===== src/rtl/counter_sequencer.sv =====
// ---------------------------------------------------------------------------
// counter_sequencer : command-driven step/seek/sweep/clear controller that
//                     drives a mod-11 prime/Fibonacci counter.  Rev 1.0
// ---------------------------------------------------------------------------
`default_nettype none

module counter_sequencer (
   input  logic       clk,
   input  logic       rst,
   input  logic       cmd_valid,
   output logic       cmd_ready,
   input  logic [1:0] cmd_op,
   input  logic       cmd_mode,
   input  logic       cmd_dir,
   input  logic [3:0] cmd_arg,
   input  logic       abort,
   output logic       ctr_en,
   output logic       ctr_up_down,
   output logic       ctr_prime_fib,
   output logic       ctr_clr_n,
   output logic [3:0] idx,
   output logic       busy,
   output logic       done,
   output logic       err,
   output logic       aborted
);

   localparam logic [1:0] S_IDLE = 2'd0;
   localparam logic [1:0] S_RUN  = 2'd1;
   localparam logic [1:0] S_CLR  = 2'd2;
   localparam logic [1:0] S_DONE = 2'd3;

   localparam logic [1:0] OP_STEP  = 2'd0;
   localparam logic [1:0] OP_SEEK  = 2'd1;
   localparam logic [1:0] OP_SWEEP = 2'd2;
   localparam logic [1:0] OP_CLEAR = 2'd3;

   localparam logic [3:0] IDX_MAX   = 4'd10;
   localparam logic [3:0] IDX_COUNT = 4'd11;
   localparam logic [3:0] SEEK_HALF = 4'd5;

   logic [1:0] state_q, state_d;
   logic [3:0] idx_q, idx_d;
   logic [3:0] rem_q, rem_d;
   logic       ctr_en_q, ctr_en_d;
   logic       ctr_up_down_q, ctr_up_down_d;
   logic       ctr_prime_fib_q, ctr_prime_fib_d;
   logic       ctr_clr_n_q, ctr_clr_n_d;
   logic       err_q, err_d;
   logic       aborted_q, aborted_d;

   logic [3:0] seek_dist;
   logic [3:0] idx_step;

   // State register
   always_ff @(posedge clk or negedge rst) begin
      if (!rst) begin
         state_q         <= S_IDLE;
         idx_q           <= 4'd0;
         rem_q           <= 4'd0;
         ctr_en_q        <= 1'b0;
         ctr_up_down_q   <= 1'b1;
         ctr_prime_fib_q <= 1'b0;
         ctr_clr_n_q     <= 1'b1;
         err_q           <= 1'b0;
         aborted_q       <= 1'b0;
      end else begin
         state_q         <= state_d;
         idx_q           <= idx_d;
         rem_q           <= rem_d;
         ctr_en_q        <= ctr_en_d;
         ctr_up_down_q   <= ctr_up_down_d;
         ctr_prime_fib_q <= ctr_prime_fib_d;
         ctr_clr_n_q     <= ctr_clr_n_d;
         err_q           <= err_d;
         aborted_q       <= aborted_d;
      end
   end

   // Next-state and datapath
   always_comb begin
      state_d         = state_q;
      idx_d           = idx_q;
      rem_d           = rem_q;
      ctr_en_d        = 1'b0;
      ctr_up_down_d   = ctr_up_down_q;
      ctr_prime_fib_d = ctr_prime_fib_q;
      ctr_clr_n_d     = 1'b1;
      err_d           = 1'b0;
      aborted_d       = 1'b0;

      // Forward distance mod 11; the 4-bit wrap of cmd_arg + 11 cancels out.
      if (cmd_arg >= idx_q) begin
         seek_dist = cmd_arg - idx_q;
      end else begin
         seek_dist = cmd_arg + IDX_COUNT - idx_q;
      end

      if (ctr_up_down_q) begin
         idx_step = (idx_q == IDX_MAX) ? 4'd0 : idx_q + 4'd1;
      end else begin
         idx_step = (idx_q == 4'd0) ? IDX_MAX : idx_q - 4'd1;
      end

      case (state_q)
         S_IDLE: begin
            if (cmd_valid && cmd_ready) begin
               ctr_prime_fib_d = cmd_mode;
               case (cmd_op)
                  OP_STEP: begin
                     rem_d         = cmd_arg;
                     ctr_up_down_d = cmd_dir;
                     if (cmd_arg == 4'd0) begin
                        state_d = S_DONE;
                     end else begin
                        state_d  = S_RUN;
                        ctr_en_d = 1'b1;
                     end
                  end
                  OP_SEEK: begin
                     if (cmd_arg > IDX_MAX) begin
                        state_d = S_DONE;
                        err_d   = 1'b1;
                     end else if (seek_dist == 4'd0) begin
                        state_d = S_DONE;
                     end else begin
                        state_d  = S_RUN;
                        ctr_en_d = 1'b1;
                        if (seek_dist <= SEEK_HALF) begin
                           rem_d         = seek_dist;
                           ctr_up_down_d = 1'b1;
                        end else begin
                           rem_d         = IDX_COUNT - seek_dist;
                           ctr_up_down_d = 1'b0;
                        end
                     end
                  end
                  OP_SWEEP: begin
                     rem_d         = IDX_COUNT;
                     ctr_up_down_d = cmd_dir;
                     state_d       = S_RUN;
                     ctr_en_d      = 1'b1;
                  end
                  default: begin
                     state_d     = S_CLR;
                     ctr_clr_n_d = 1'b0;
                  end
               endcase
            end
         end
         S_RUN: begin
            // The step enabled this cycle always lands, even on abort.
            idx_d = idx_step;
            rem_d = rem_q - 4'd1;
            if (abort || (rem_q == 4'd1)) begin
               state_d   = S_DONE;
               aborted_d = abort;
            end else begin
               ctr_en_d = 1'b1;
            end
         end
         S_CLR: begin
            idx_d   = 4'd0;
            state_d = S_DONE;
         end
         default: begin
            state_d = S_IDLE;
         end
      endcase
   end

   // Outputs
   always_comb begin
      cmd_ready     = (state_q == S_IDLE) && rst;
      busy          = (state_q != S_IDLE);
      done          = (state_q == S_DONE);
      err           = err_q;
      aborted       = aborted_q;
      ctr_en        = ctr_en_q;
      ctr_up_down   = ctr_up_down_q;
      ctr_prime_fib = ctr_prime_fib_q;
      ctr_clr_n     = ctr_clr_n_q;
      idx           = idx_q;
   end

endmodule

`default_nettype wire


===== config.mk =====
export PLATFORM = sky130hd
export DESIGN_NAME = counter_sequencer
export DESIGN_NICKNAME = d
export VERILOG_FILES = /design/src/rtl/counter_sequencer.sv
export SDC_FILE = /design/constraint.sdc
export NUM_CORES = 1
export LEC_CHECK = 0
export BUFFER_PORTS_ARGS = -buffer_cell sky130_fd_sc_hd__buf_2
export CORE_ASPECT_RATIO = 0.5
export CORE_UTILIZATION = 40
export CTS_BUF_LIST = sky130_fd_sc_hd__clkbuf_8 sky130_fd_sc_hd__clkbuf_16
export DETAILED_ROUTE_END_ITERATION = 6
export PLACE_DENSITY = 0.67
export SLEW_MARGIN = 20
export SYNTH_ARGS = -nofsm -noshare
export SYNTH_HDL_FRONTEND = slang
export SYNTH_SLANG_ARGS = --single-unit

===== constraint.sdc =====
create_clock -name clk -period 3.4 [get_ports clk]
set_input_delay 0.17 -clock clk [delete_from_list [all_inputs] [get_ports clk]]
set_output_delay 0.17 -clock clk [all_outputs]
set_load 0.01 [all_outputs]

==> impl_metrics.toml, run 1 <==
[synth]
synth.distinct_cells = 55
synth_cells = 194
synth_edf_count = 0
async_flop_share = 1.00
synth_fp_nets = 232
ys_warn_count = 0
synth.most_common_cell = "ha_1"
synth_top_area_share = 0.205
synthTopCellsByArea = "dfrtp_1 (20%), ha_1 (17%), inv_1 (4.8%)"
ys_seq_area_frac = 0.236
yosysTopAreaCell = "dfrtp_1"
syn_area_per_cell_sq_um = 8.82
synthTopCellsByCount = "ha_1 (23), inv_1 (22), a21oi_1 (15)"
synth_area_sq_mm = 0.00171
ys_ff_latch = 16
synth_flop_cell = "dfrtp_1"

[floorplanning]
die_h_um = 48.2
initial_utilization = 0.427
die-area_sq_mm = 0.00456
ios = 25
rows = 16
core_sq_mm = 0.00400
die_x_um = 94.5

[pwr]
combPwrFrac = 0.722
netSwitchingPower_uw = 900
leakagePower_nw = 0.967
peakVddDrop_mv = 0.246
intPower_uw = 963
p_clk_frac = 0.095
seqPwrFrac = 0.182
power.share.switching = 0.483
power_mw = 1.86
powerDensity_mw_per_mm2 = 911

[clocking]
clk_latency_ns = 0.26
cts_buffers = 3
clock_path_buffers = 2
post_cts_buffers = 0
h-tree-depth = 1
cts_root_buffer = "clkbuf_8"
clkSinkCount = 16
cts_tree = "built"
cts.clk_slew.worst_paths_ns = 0.07

[timing]
finalSetupTns_ns = 0
max_freq_mhz = 308
slew_headroom = 0.689
worst_pin_slew_ns = 0.466
skew_ns = 0.00295
setup_viol = 0
finalWorstSetupSlack_ns = 0.154
rsz0062_at_grt = "false"
drv_slew = 0
fin_crit_sh = 0.955
min_period_ns = 3.25
timing_hold_violations_final = 0

[worst_setup_path]
path_class = "flip-flop to flip-flop"
r2r_end = "rem_q[0]"
cp_max_fo = 6
rr_worst_depth = 14
path_common_cell = "inv_1"
required_ns = 3.55
path_cells = "inv_1 -> ha_4 -> ha_1 -> inv_1 -> fa_1 -> xnor2_2 -> o32a_1 -> o211ai_2 -> ha_2 -> and2_1 -> a311oi_4 -> a22oi_4 -> or3b_1 -> o311ai_1"
arrival_ns = 3.40
rrSetupSlack_ns = 0.15
cp_slowest_cell = "fa_1"
max_stage_delay_ns = 0.40
r2r-start = "idx[1]"
cp-start-kind = "flip-flop"
cp-end-kind = "flip-flop"

[grt]
grt_overflow = 0
grt.total_usage = 0.193
grt_pass1_vias = 1471
antenna_found_initial = 0
grt_max_degree = 18
grt_pass1_wl_mm = 6.71

[final_layout]
diodes = 0
syn_to_final_growth_pct = 19.5
fin_area_sq_mm = 0.00204
layout-drive-gt1-share = 0.243
nNetsFinal = 269

[flow_run]
drv_cap = 0

[drt]
wirelength_mm = 4.18
via_per_inst = 5.60
drc_errors = 0
dr.first_iter.drc_count = 62
ant_nets = 0
firstDrtPassIters = 4
vias = 1591
wire_per_inst_um = 14.7

[placement]
place.gp.congestion = 0.871
pre_cts_slack_ns = 0.0706
io_buffers = 24
placed_cell_area_sq_mm = 0.00195
hpwl_mm = 3.28

[worst_hold_path]
holdPathEnd = "ctr_clr_n"
hp-class = "input pin to flip-flop"
min-delay-start = "cmd_valid"
min_path_cells = 2

[status]
outcome = "finished clean"
-- critical path, delay by kind of cell, from the launching register on --
kind / cells / cell delay, ns
compound gates: 5 / 0.92
xor+xnor: 1 / 0.17
fa+ha+maj: 4 / 1.03
buf+inv: 2 / 0.13
flops: 1 / 0.34
simple gates: 2 / 0.54
-- cell families after synthesis --
kind of cell,count (synthesis),share of synthesized area
multiplexers,8,0.0490
buffers and inverters,25,0.0593
flip-flops,16,0.236
AO/OA/AOI/OAI,61,0.271
adder cells (fa/ha/maj),26,0.203
AND/OR/NAND/NOR,56,0.172
XOR/XNOR,2,0.0102
-- power groups by stage --
| stage | Clock (mW) | Combinational [mW] | Sequential (mW) |
|---|---|---|---|
| 3_5_place_dp | 0 | 1.30 | 0.342 |
| 5_1_grt | 0.188 | 1.50 | 0.349 |
| 3_3_place_gp | 0 | 1.28 | 0.339 |
| 2_1_floorplan | 0 | 0.903 | 0.350 |
| 4_1_cts | 0.179 | 1.31 | 0.339 |
| 6_report | 0.178 | 1.35 | 0.340 |
-- routing by layer --
| layer | wire [um] | share of wire | up-vias | track usage |
|---|---|---|---|---|
| li1 | - | - | 775 | - |
| met5 | 0 | 0 | - | 0 |
| met3 | 222 | 0.053 | 8 | 0.0374 |
| met4 | 66 | 0.016 | 0 | 0.0576 |
| met2 | 1980 | 0.47 | 48 | 0.338 |
| met1 | 1910 | 0.46 | 760 | 0.251 |
-- how the worst max path moves through the flow --
stage / start / end / slack, ns / depth (start not counted)
2_1_floorplan: idx[1] / rem_q[0] / 0.05 / 15
3_3_place_gp: cmd_arg[0] / rem_q[0] / 0.21 / 16
3_5_place_dp: idx[1] / rem_q[0] / 0.07 / 15
4_1_cts: idx[0] / rem_q[0] / 0.05 / 15
5_1_grt: idx[1] / rem_q[0] / 0.02 / 14
6_report: idx[1] / rem_q[0] / 0.15 / 14
-- final cells by class --
class | count | area (sq um)
sequential | 16 | 403
tap | 54 | 67.6
fill | 378 | 1960
timing repair buffer | 35 | 205
clock buffer | 4 | 55.1
multi-input combinational | 153 | 1230
inverter | 22 | 82.6
-- sequential cells by signal, indices dropped and copies added (netlist names) --
name and cells:
rem_q 4, ctr_en 1, aborted 1, ctr_up_down 1
err 1, state_q 2, ctr_clr_n 1, ctr_prime_fib 1
idx 4
-- what timing repair did --
action                     CTS  global route
setup endpoints to repair    0             4
hold buffers                 1             0
hold endpoints to repair    14             0
gates resized for setup      0             5
-- through the flow --
step	std cells	util	hold slack [ns]
3_5_place_dp	279	0.488	0.116
4_1_cts	284	0.504	0.0716
2_1_floorplan	194	-	-0.126
6_report	284	0.511	0.0679
5_1_grt	284	0.511	0.0834
3_3_place_gp	279	0.488	0.106
-- cell usage in the layout (no fill, tap or decap), types with 3 or more instances in the layout --
| master | instances |
|---|---|
| nand2_1 | 12 |
| dfrtp_1 | 14 |
| ha_1 | 21 |
| a21o_1 | 3 |
| o22ai_1 | 4 |
| buf_2 | 24 |
| a21oi_1 | 15 |
| o21ai_0 | 7 |
| mux2i_1 | 5 |
| and2_1 | 4 |
| inv_1 | 21 |
| buf_4 | 10 |
| nand3_1 | 5 |
| clkbuf_8 | 4 |
| nor2_1 | 13 |
| nand2b_1 | 7 |
| nor3_1 | 3 |
| a31oi_1 | 3 |
Note: power is estimated with default switching activity, not from simulation.
==> inputs of run 2 (changes only) <==
--- a/config.mk
+++ b/config.mk
@@ -5,6 +5,7 @@
 export SDC_FILE = /design/constraint.sdc
 export NUM_CORES = 1
 export LEC_CHECK = 0
+export ABC_AREA = 1
 export BUFFER_PORTS_ARGS = -buffer_cell sky130_fd_sc_hd__buf_2
 export CORE_ASPECT_RATIO = 0.5
 export CORE_UTILIZATION = 40
==> run 2 against run 1 <==
Effect of this change: non-clock buffer count is 10 lower; clock skew is 0.0043 ns higher; core utilization is 0.39 points higher; clock power hardly changed; final area is 7.9% lower; power is 9.1% lower; flip-flop and latch count stayed put; via count is 5.8% lower; critical path depth stayed put; setup slack better by 0.32 ns; routed wire length is 13% lower; largest cell class unchanged; highest routed layer unchanged.
==> impl_metrics.toml, run 2 <==
[drt]
dr_wl_met3_um = 126
wire_per_inst_um = 11.9
highest-signal-layer = "met4"
dr.first_iter.drc_count = 45
via_per_inst = 4.91
vias = 1499
wl_met2_mm = 1.57
wirelength_mm = 3.63
drc_errors = 0
ant_nets = 0
firstDrtPassIters = 4
wl_met1_mm = 1.89

[timing]
holdWs_ns = 0.107
min_period_ns = 2.93
slew_headroom = 0.728
max_freq_mhz = 341
timing_hold_violations_final = 0
setup_viol = 0
fin_crit_sh = 0.862
skew_ns = 0.00726
worst_pin_slew_ns = 0.404
finalSetupTns_ns = 0
finalWorstSetupSlack_ns = 0.469
drv_slew = 0
rsz0062_at_grt = "false"

[synth]
synth_fp_nets = 263
synth_flop_cell = "dfrtp_1"
synth.distinct_cells = 30
synth_edf_count = 0
ys_ff_latch = 16
synth_cells = 225
syn_area_per_cell_sq_um = 7.26
ys_warn_count = 0
synth.most_common_cell = "nand2_1"
async_flop_share = 1.00
synthTopCellsByArea = "dfrtp_1 (21%), ha_1 (18%), nand2_1 (11%)"
ys_seq_area_frac = 0.247
synthTopCellsByCount = "nand2_1 (49), inv_1 (39), ha_1 (23)"
yosysTopAreaCell = "dfrtp_1"
synth_area_sq_mm = 0.00163
synth_top_area_share = 0.214

[worst_setup_path]
path_cells = "inv_1 -> ha_1 -> ha_1 -> inv_1 -> fa_1 -> o21ai_0 -> inv_1 -> ha_1 -> nand3_2 -> nand2_1 -> nand2_2 -> nand2_4 -> a21oi_1 -> a21oi_2"
rr_worst_depth = 14
cp_top_family = "adder cells"
cp-end-kind = "flip-flop"
cp-start-kind = "flip-flop"
startpoint = "idx[1]"
cp_max_fo = 6
cp_slowest_cell = "dfrtp_1"
arrival_ns = 3.08
crit_end = "rem_q[3]"
path_class = "flip-flop to flip-flop"
required_ns = 3.55
r2r_end = "rem_q[3]"
cp.depth = 14
max_stage_delay_ns = 0.43
r2r-start = "idx[1]"
rrSetupSlack_ns = 0.47
crit_buf_inv = 3

[clocking]
clk_latency_ns = 0.26
clock_path_buffers = 2
h-tree-depth = 1
post_cts_buffers = 0
postCtsResizedCells = 0
cts_buffers = 3
cts_root_buffer = "clkbuf_8"
cts_tree = "built"
cts.clk_slew.worst_paths_ns = 0.07
clkSinkCount = 16
ctsHoldBuffers = 1

[final_layout]
nFillCells = 367
syn_to_final_growth_pct = 15.2
fin_area_sq_mm = 0.00188
diodes = 0
layout-drive-gt1-share = 0.213
most-common-layout-cells = "nand2_1 (49), inv_1 (39), buf_2 (24)"
fin_cells = 305
layout_commonest_cell = "nand2_1"
nNetsFinal = 293
final_util = 0.515

[pwr]
power_mw = 1.69
peakVddDrop_mv = 0.235
leakagePower_nw = 1.03
powerDensity_mw_per_mm2 = 899

[grt]
grt_pass1_wl_mm = 6.14
antenna_found_initial = 0
grt_overflow = 0
grt_pass1_vias = 1370
grt.total_usage = 0.183
grt_max_degree = 18

[floorplanning]
die-area_sq_mm = 0.00436
rows = 15
core_sq_mm = 0.00366
die_h_um = 47.2
die_x_um = 92.4
ios = 25
initial_utilization = 0.446

[worst_hold_path]
hp-class = "input pin to flip-flop"

[placement]
dp_cells = 300
place.gp.congestion = 0.907
pre_cts_slack_ns = 0.480
placed_cell_area_sq_mm = 0.00182
io_buffers = 24
hpwl_mm = 3.01

[status]
outcome = "finished clean"

[flow_run]
drv_cap = 0
[run 2: area by class of cell]
cell class	instances	area [sq um]	area share
Inverter	43	161	0.0857
Clock buffer	4	55.1	0.0292
Tap cell	51	63.8	0.0339
Multi-Input combinational cell	166	1070	0.568
Sequential cell	16	403	0.214
Timing Repair Buffer	25	130	0.0691
[run 2: worst reg2reg max path: stages, from the launching register on]
cell and delay [ns]:
dfrtp_1 0.43, inv_1 0.14, ha_1 0.34, ha_1 0.21
inv_1 0.06, fa_1 0.39, o21ai_0 0.37, inv_1 0.09
ha_1 0.22, nand3_2 0.09, nand2_1 0.06, nand2_2 0.11
nand2_4 0.08, a21oi_1 0.17, a21oi_2 0.07
[run 2: logic make-up (layout without fill, tap and decap cells)]
logic type,after synthesis,after routing,synth area share
adders and majority gates,26,26,0.213
and+or+nand+nor,98,98,0.277
buffers and inverters,43,72,0.0988
AOI/OAI and AO/OA,37,37,0.138
xor gates and xnor gates,5,5,0.0268
DFF,16,16,0.247
[run 2: power breakdown]
group	internal [mW]	switching [mW]	leakage (nW)
logic	0.440	0.711	0.808
clock network	0.103	0.0728	0.0288
registers	0.276	0.0896	0.196
total	0.819	0.873	1.03
[run 2: per-layer routing]
metal,global-route usage,up-vias
met3,0.0275,5
met5,0,-
met4,0.0594,0
met2,0.314,31
li1,-,775
met1,0.246,688
[run 2: worst min-delay path by stage]
| stage | cells after the start | startpoint | to |
|---|---|---|---|
| finish | 3 | cmd_mode | ctr_prime_fib |
| global route | 3 | cmd_mode | ctr_prime_fib |
| CTS | 3 | cmd_mode | ctr_prime_fib |
| detailed placement | 1 | rst | idx[0] |
| global placement | 1 | rst | rem_q[1] |
| floorplan | 0 | rst | aborted |
==> inputs of run 3 (changes only) <==
--- a/config.mk
+++ b/config.mk
@@ -7,11 +7,13 @@
 export LEC_CHECK = 0
 export ABC_AREA = 1
 export BUFFER_PORTS_ARGS = -buffer_cell sky130_fd_sc_hd__buf_2
+export CELL_PAD_IN_SITES_DETAIL_PLACEMENT = 2
+export CELL_PAD_IN_SITES_GLOBAL_PLACEMENT = 2
 export CORE_ASPECT_RATIO = 0.5
-export CORE_UTILIZATION = 40
+export CORE_UTILIZATION = 29
 export CTS_BUF_LIST = sky130_fd_sc_hd__clkbuf_8 sky130_fd_sc_hd__clkbuf_16
 export DETAILED_ROUTE_END_ITERATION = 6
-export PLACE_DENSITY = 0.67
+export PLACE_DENSITY = 0.81
 export SLEW_MARGIN = 20
 export SYNTH_ARGS = -nofsm -noshare
 export SYNTH_HDL_FRONTEND = slang
==> constraint.sdc (replaced) <==
create_clock -name clk -period 3.4 [get_ports clk]
set_input_delay 0.17 -clock clk [delete_from_list [all_inputs] [get_ports clk]]
set_output_delay 0.17 -clock clk [all_outputs]
set_load 0.005 [all_outputs]
==> run 3 against run 2 <==
Effect of this change: core utilization decreased by 14 points; power increased by 4.1%; clock skew decreased by 0.0026 ns; hold slack improved by 0.0053 ns.
==> impl_metrics.toml, run 3 (same netlist as run 2, synthesis figures left out) <==
[pwr]
combPwrFrac = 0.689
intPower_uw = 827
power.share.switching = 0.530
seqPwrFrac = 0.210
p_clk_frac = 0.102
netSwitchingPower_uw = 934
leakagePower_nw = 1.03
peakVddDrop_mv = 0.229
powerDensity_mw_per_mm2 = 924

[drt]
firstDrtPassIters = 4
ant_nets = 0
wire_per_inst_um = 15.6
drc_errors = 0
via_per_inst = 4.68
vias = 1517
wirelength_mm = 5.07
dr.first_iter.drc_count = 44

[worst_hold_path]
hp-class = "input pin to flip-flop"

[final_layout]
layout_commonest_cell = "nand2_1"
layout-drive-gt1-share = 0.213
most-common-layout-cells = "nand2_1 (49), inv_1 (39), buf_2 (24)"
diodes = 0
syn_to_final_growth_pct = 16.7
multi_input_comb_area_sq_mm = 0.00107
nNetsFinal = 293
ff_latch_area_sq_um = 403
nFillCells = 647

[placement]
hpwl_mm = 4.16
place.gp.congestion = 0.830
io_buffers = 24

[grt]
grt_overflow = 0
antenna_found_initial = 0
grt_pass1_wl_mm = 8.36
grt_pass1_vias = 1638
grt.total_usage = 0.188
grt_max_degree = 18

[timing]
timing_hold_violations_final = 0
skew_ns = 0.00462
min_period_ns = 2.92
fin_crit_sh = 0.859
max_freq_mhz = 343
holdWs_ns = 0.112
rsz0062_at_grt = "false"
setup_viol = 0
slew_headroom = 0.670
finalSetupTns_ns = 0
worst_pin_slew_ns = 0.491
drv_slew = 0

[floorplanning]
ios = 25
rows = 18
die_x_um = 108
initial_utilization = 0.317
core_sq_mm = 0.00516
die-area_sq_mm = 0.00596
die_h_um = 55.1

[worst_setup_path]
cp-start-kind = "flip-flop"
path_class = "flip-flop to flip-flop"
arrival_ns = 3.10
cp_max_fo = 6
required_ns = 3.59
cp-end-kind = "flip-flop"

[clocking]
clk_latency_ns = 0.26
cts_tree = "built"
clock_path_buffers = 2
cts_buffers = 3
cts.clk_slew.worst_paths_ns = 0.07
h-tree-depth = 1
clkSinkCount = 16
cts_root_buffer = "clkbuf_8"

[status]
outcome = "finished clean"

[flow_run]
drv_cap = 0
==> run 3: cell counts in the layout (fill, tap and decap cells not counted) <==
No cell type changed its count.
==> run 3: final cells by class <==
cell class	count	share of cell area
clock buffer	4	0.0289
inverter	43	0.0846
multi-input combinational	166	0.561
sequential	16	0.211
tap	70	0.0459
timing repair buffer	25	0.0682
==> run 3: stage by stage <==
step	area, sq um	worst slack (ns)	cells	power [mW]	utilization
after global routing	1910	0.140	324	1.97	0.370
after floorplan	1630	0.742	225	1.22	-
after global placement	1840	0.478	319	1.51	0.357
after detailed placement	1840	0.339	319	1.59	0.357
final	1910	0.481	324	1.76	0.370
after CTS	1910	0.315	324	1.79	0.370
==> run 3: critical path, cell delays in order (launching register included) <==
cell and delay [ns]:
dfrtp_1 0.44, inv_1 0.15, ha_1 0.34, ha_1 0.21
inv_1 0.06, fa_1 0.40, o21ai_1 0.29, inv_1 0.09
ha_1 0.22, nand3_2 0.09, nand2_1 0.07, nand2_2 0.11
nand2_4 0.09, nand2_2 0.12, nor2_2 0.06, a21oi_2 0.10
==> run 3: power groups by stage <==
stage / sequential, mW / combinational (mW) / clock (mW)
finish: 0.369 / 1.21 / 0.179
global route: 0.386 / 1.40 / 0.191
CTS: 0.369 / 1.23 / 0.186
detailed placement: 0.372 / 1.22 / 0
global placement: 0.363 / 1.15 / 0
floorplan: 0.351 / 0.871 / 0
==> run 3: layer usage <==
metal / vias up / track usage / routed length [um]
met1: 729 / 0.253 / 2560
met3: 2 / 0.0211 / 92
met2: 16 / 0.341 / 2390
li1: 770 / - / -
met5: - / 0 / 0
met4: 0 / 0.0228 / 19
==> run 3: worst paths after layout <==
check                                    from       endpoint  slack (ns)  depth (start not counted)
worst min register to register  ctr_prime_fib  ctr_prime_fib        0.51                          2
max in group asynchronous                 rst      ctr_clr_n        2.66                          2
worst min-delay path                 cmd_mode  ctr_prime_fib        0.11                          3
worst max-delay path                   idx[1]       rem_q[0]        0.48                         15
min in group asynchronous                 rst         idx[0]        0.40                          2
worst max register to register         idx[1]       rem_q[0]        0.48                         15
==> run 3: what timing repair did <==
action | 4_1_cts | 5_1_grt
gates resized for setup | 0 | 1
buffers inserted | 0 | 0
hold buffers | 1 | 0
hold endpoints to repair | 14 | 0
setup endpoints to repair | 0 | 3
